--- src/rtl/alu_sequencer.sv ---
// Round-robin front end for a shared registered calculator: accepts one operation
// from either of two requesters, holds the operands for the datapath latency, returns the tagged result.
module alu_sequencer #(
    parameter int N   = 16,
    parameter int LAT = 2
) (
    input  logic         clk,
    input  logic         rst,
    input  logic         req0_valid,
    output logic         req0_ready,
    input  logic [N-1:0] req0_z,
    input  logic [N-1:0] req0_y,
    input  logic [1:0]   req0_mode,
    input  logic [1:0]   req0_btn,
    input  logic         req1_valid,
    output logic         req1_ready,
    input  logic [N-1:0] req1_z,
    input  logic [N-1:0] req1_y,
    input  logic [1:0]   req1_mode,
    input  logic [1:0]   req1_btn,
    output logic [N-1:0] alu_z,
    output logic [N-1:0] alu_y,
    output logic [1:0]   alu_mode,
    output logic [1:0]   alu_btn,
    input  logic [N-1:0] alu_result,
    output logic         rsp_valid,
    input  logic         rsp_ready,
    output logic         rsp_id,
    output logic [N-1:0] rsp_result,
    output logic         busy
);
    localparam int CW = (LAT < 1) ? 1 : $clog2(LAT + 1);

    localparam logic [1:0] ST_IDLE = 2'd0;
    localparam logic [1:0] ST_WAIT = 2'd1;
    localparam logic [1:0] ST_RESP = 2'd2;

    typedef struct packed {
        logic [N-1:0] z;
        logic [N-1:0] y;
        logic [1:0]   mode;
        logic [1:0]   btn;
    } op_t;

    op_t [1:0]   req_op;
    logic [1:0]  req_vld;
    logic [1:0]  grant;

    logic [1:0]   state_q, state_d;
    logic [CW-1:0] cnt_q, cnt_d;
    logic         prio_q, prio_d;
    op_t          op_q, op_d;
    logic         id_q, id_d;
    logic [N-1:0] res_q, res_d;

    assign req_op[0] = {req0_z, req0_y, req0_mode, req0_btn};
    assign req_op[1] = {req1_z, req1_y, req1_mode, req1_btn};
    assign req_vld   = {req1_valid, req0_valid};

    // A lone requester always wins; on a tie prio_q names the winner.
    assign grant[0] = req_vld[0] & (~req_vld[1] | ~prio_q);
    assign grant[1] = req_vld[1] & (~req_vld[0] |  prio_q);

    assign req0_ready = (state_q == ST_IDLE) & grant[0];
    assign req1_ready = (state_q == ST_IDLE) & grant[1];

    always_comb begin
        state_d = state_q;
        cnt_d   = cnt_q;
        prio_d  = prio_q;
        op_d    = op_q;
        id_d    = id_q;
        res_d   = res_q;
        case (state_q)
            ST_IDLE: begin
                if (|grant) begin
                    op_d    = grant[1] ? req_op[1] : req_op[0];
                    id_d    = grant[1];
                    prio_d  = ~grant[1];
                    cnt_d   = CW'(LAT);
                    state_d = ST_WAIT;
                end
            end
            ST_WAIT: begin
                // Capture one edge after the counter drains so the result has settled.
                if (cnt_q != '0) begin
                    cnt_d = cnt_q - CW'(1);
                end else begin
                    res_d   = alu_result;
                    state_d = ST_RESP;
                end
            end
            ST_RESP: begin
                if (rsp_ready) state_d = ST_IDLE;
            end
            default: state_d = ST_IDLE;
        endcase
    end

    always_ff @(posedge clk or negedge rst) begin
        if (!rst) begin
            state_q <= ST_IDLE;
            cnt_q   <= '0;
            prio_q  <= 1'b0;
            op_q    <= '0;
            id_q    <= 1'b0;
            res_q   <= '0;
        end else begin
            state_q <= state_d;
            cnt_q   <= cnt_d;
            prio_q  <= prio_d;
            op_q    <= op_d;
            id_q    <= id_d;
            res_q   <= res_d;
        end
    end

    assign alu_z      = op_q.z;
    assign alu_y      = op_q.y;
    assign alu_mode   = op_q.mode;
    assign alu_btn    = op_q.btn;
    assign rsp_valid  = (state_q == ST_RESP);
    assign rsp_id     = id_q;
    assign rsp_result = res_q;
    assign busy       = (state_q != ST_IDLE);

endmodule

--- config.mk ---
export PLATFORM = sky130hd
export DESIGN_NAME = alu_sequencer
export DESIGN_NICKNAME = d
export VERILOG_FILES = /design/src/rtl/alu_sequencer.sv
export SDC_FILE = /design/constraint.sdc
export NUM_CORES = 1
export LEC_CHECK = 0
export ABC_AREA = 1
export CORE_MARGIN = 3
export CORE_UTILIZATION = 35
export DETAILED_ROUTE_END_ITERATION = 16
export DONT_BUFFER_PORTS = 1
export PLACE_DENSITY = 0.53
export SETUP_SLACK_MARGIN = 0.15
export SYNTH_ARGS = -nofsm -noshare
export SYNTH_HDL_FRONTEND = slang
export SYNTH_SLANG_ARGS = --single-unit
--- constraint.sdc ---
create_clock -name clk -period 1.3 [get_ports clk]
set_input_delay 0.325 -clock clk [delete_from_list [all_inputs] [get_ports clk]]
set_output_delay 0.325 -clock clk [all_outputs]
set_load 0.05 [all_outputs]
==> results.sh <==
export IMPL_outcome="finished with violations"
export IMPL_violations="hold timing, setup timing"
export IMPL_maxCapViolations=0
export IMPL_syn_nets=433
export IMPL_start_util=0.366
export IMPL_worst_path_max_delay_cell="dfrtp_1"
export IMPL_crit_arrival_ns=1.25
export IMPL_antenna_left=0
export IMPL_max_stage_delay_ns=0.40
export IMPL_dp_hpwl_um=4950
export IMPL_cp_end_kind="output pin"
export IMPL_ioPinCount=150
export IMPL_cp_cell_sequence="nor2_4 -> inv_2 -> nor2_4 -> buf_12"
export IMPL_clock_fmax_mhz=636
export IMPL_clock_skew_ns=0.00560
export IMPL_antenna_found_initial=0
export IMPL_leakagePower_uw=0.00169
export IMPL_hp_class="primary input to async pin"
export IMPL_synth_top_family_by_area="simple AND/OR/NAND/NOR gates"
export IMPL_finalCritPeriodShare=1.21
export IMPL_required_ns=0.98
export IMPL_grt_pass1_wl_um=11700
export IMPL_grt_pass1_vias=2296
export IMPL_finish_utilization=0.477
export IMPL_crit_path_frequent_cell="nor2_4"
export IMPL_yosysSeqAreaShare=0.538
export IMPL_syn2layout_area_growth_pct=30.4
export IMPL_setup_ws_ns=-0.272
export IMPL_routed_wl_um=7830
export IMPL_critPathLaunchType="flop"
export IMPL_synth_cell_types=19
export IMPL_grt_remaining_overflow=0
export IMPL_synth_compound_area_share=0.0116
export IMPL_setup_viol_count_final=43
export IMPL_root_buffer="clkbuf_8"
export IMPL_grt_busiest_layer="met2"
export IMPL_dr_pass1_iters=4
export IMPL_placementRows=31
export IMPL_wl_per_cell_um=16.8
export IMPL_synth_area_mux_share=0
export IMPL_port_buffers=0
export IMPL_tightestPinTransition_ns=0.285
export IMPL_syn_area_um2=2700
export IMPL_vias=2387
export IMPL_fp_dieH_um=93.8
export IMPL_cts_sinks=58
export IMPL_ys_seq_elements=58
export IMPL_avgSynthCellArea_um2=7.96
export IMPL_fin_nets=458
export IMPL_grt_util_met1=0.214
export IMPL_crit_path_max_fanout=7
export IMPL_met2_usage=0.284
export IMPL_place_gp_congestion=0.674
export IMPL_core_area_um2=7370
export IMPL_route_detailed_drc=0
export IMPL_power_density_nw_per_um2=3520
export IMPL_clk_pin_slew_ns=0.06
export IMPL_syn_inst=339
export IMPL_period_minus_slack_ns=1.57
export IMPL_slew_violations=0
export IMPL_max_slew_margin=0.809
export IMPL_vdd_drop_max_v=0.00157
export IMPL_viasPerCell=5.11
export IMPL_die_area_um2=8800
export IMPL_timing_hold_ws_ns=-0.309
export IMPL_synth_simple_gate_area_share=0.390
export IMPL_synth_xor_area_share=0
export IMPL_dp_cells=434
export IMPL_track_usage=0.174
export IMPL_worstSetupPathType="flop to output pin"
export IMPL_drt_iter0_drc=62
export IMPL_synth_fa_ha_area_frac=0.00464
export IMPL_met3_usage=0.0497
export IMPL_grt_max_degree=59
export IMPL_clk_latency_ns=0.32
export IMPL_layoutNonFillerInstCount=467
export IMPL_hold_viol_final=58
export IMPL_drive_gt1_frac=0.348
export IMPL_dp_slack_ns=-0.105
export IMPL_htree_levels=3
export IMPL_die_x_um=93.8
export IMPL_diodes=0
export IMPL_cts_buffers=9
export IMPL_yosysWarnings=0
export IMPL_cts_tree="yes"
export IMPL_rsz0062_at_grt="yes"
export IMPL_clockBufferDepth=2
[worst paths after layout]
check | start | to | slack [ns] | depth (start not counted)
hold reg to reg | cnt_q[1] | cnt_q[1] | 0.53 | 2
setup reg to reg | state_q[0] | alu_y[2] | -0.17 | 9
setup / recovery | state_q[0] | req1_ready | -0.27 | 4
max in group asynchronous | rst | alu_z[7] | 1.48 | 0
hold / removal | rst | alu_y[12] | -0.31 | 0
min in group clk | rsp_ready | state_q[1] | 0.11 | 1
[what timing repair did]
action                                  4_1_cts  5_1_grt
endpoints found under the hold margin        58       58
setup buffers                                 6        5
cloned                                        4        3
pin swaps                                     3        5
endpoints found under the setup margin      114      115
gates resized for setup                      75       25
[Yosys cell counts, drive strengths merged]
| cell type | instances | area, µm² |
|---|---|---|
| ha | 1 | 12.5 |
| inv | 9 | 33.8 |
| nor2 | 4 | 25.0 |
| nand3 | 54 | 270 |
| clkbuf | 3 | 11.3 |
| buf | 18 | 106 |
| a21oi | 1 | 5.00 |
| nand4 | 19 | 119 |
| nand2 | 168 | 638 |
| o31ai | 1 | 7.51 |
| o21ai | 3 | 18.8 |
| dfrtp | 58 | 1450 |
[placed cells by master, fill, tap and decap left out, types with 2 or more instances in the layout]
cell type / synthesis / final
nand2_1: 165 / 156
dfrtp_2: 0 / 54
nand3_1: 54 / 53
nand4_1: 19 / 19
buf_4: 4 / 15
clkbuf_8: 0 / 13
nand2_2: 3 / 9
buf_6: 1 / 5
buf_8: 0 / 5
nor2_4: 1 / 4
inv_1: 8 / 4
dfrtp_1: 58 / 4
buf_12: 0 / 4
inv_2: 1 / 3
nand2_8: 0 / 2
nand2_4: 0 / 2
clkinv_2: 0 / 2
[logic make-up (layout without fill, tap and decap cells)]
kind of cell / count (synthesis) / count (layout)
adders and majority gates: 1 / 1
AOI/OAI and AO/OA: 5 / 5
buffers and inverters: 30 / 58
DFF: 58 / 58
and+or+nand+nor: 245 / 246
[flip-flops by register name, summed over array words and instances (netlist names)]
name,count
alu_btn,2
alu_mode,2
alu_y,16
alu_z,16
cnt_q,2
prio_q,1
rsp_id,1
rsp_result,16
state_q,2
[worst max-delay path: cells and delay by family (launching register included)]
kind                   cells  cell delay (ns)
buffers and inverters      2             0.24
AND/OR/NAND/NOR            2             0.29
flip-flops                 1             0.40
[power breakdown]
part / leakage, µW / internal [µW] / switching [µW]
Combinational: 0.000935 / 2070 / 2530
Clock: 0.000101 / 883 / 658
Sequential: 0.000653 / 2840 / 3420
[layout make-up]
type	instances	area, µm²
clock buffers	13	179
well taps	99	124
inverters	9	50.0
fillers	739	3850
clock inverters	2	10.0
repair inverters	2	20.0
repair buffers	32	409
multi-input cells	252	1210
flip-flops and latches	58	1520
[per-layer routing]
metal / vias up / part of all wire / wire length, µm
met5: - / 0 / 0
met4: 0 / 0.011 / 88
met3: 8 / 0.073 / 571
met2: 98 / 0.50 / 3890
met1: 1132 / 0.42 / 3280
li1: 1149 / - / -
[per-stage QoR]
stage / hold slack [ns] / TNS, ns / total power (µW) / cell area, µm²
finish: -0.309 / -4.71 / 12400 / 3520
CTS: -0.330 / -3.83 / 12000 / 3380
floorplan: 0.0294 / -2.02 / 8330 / 2740
global route: -0.335 / -6.87 / 13200 / 3520
global placement: 0.0308 / -1.18 / 9220 / 2890
detailed placement: 0.0306 / -3.12 / 9310 / 2890
Note: power is estimated with default switching activity, not from simulation.
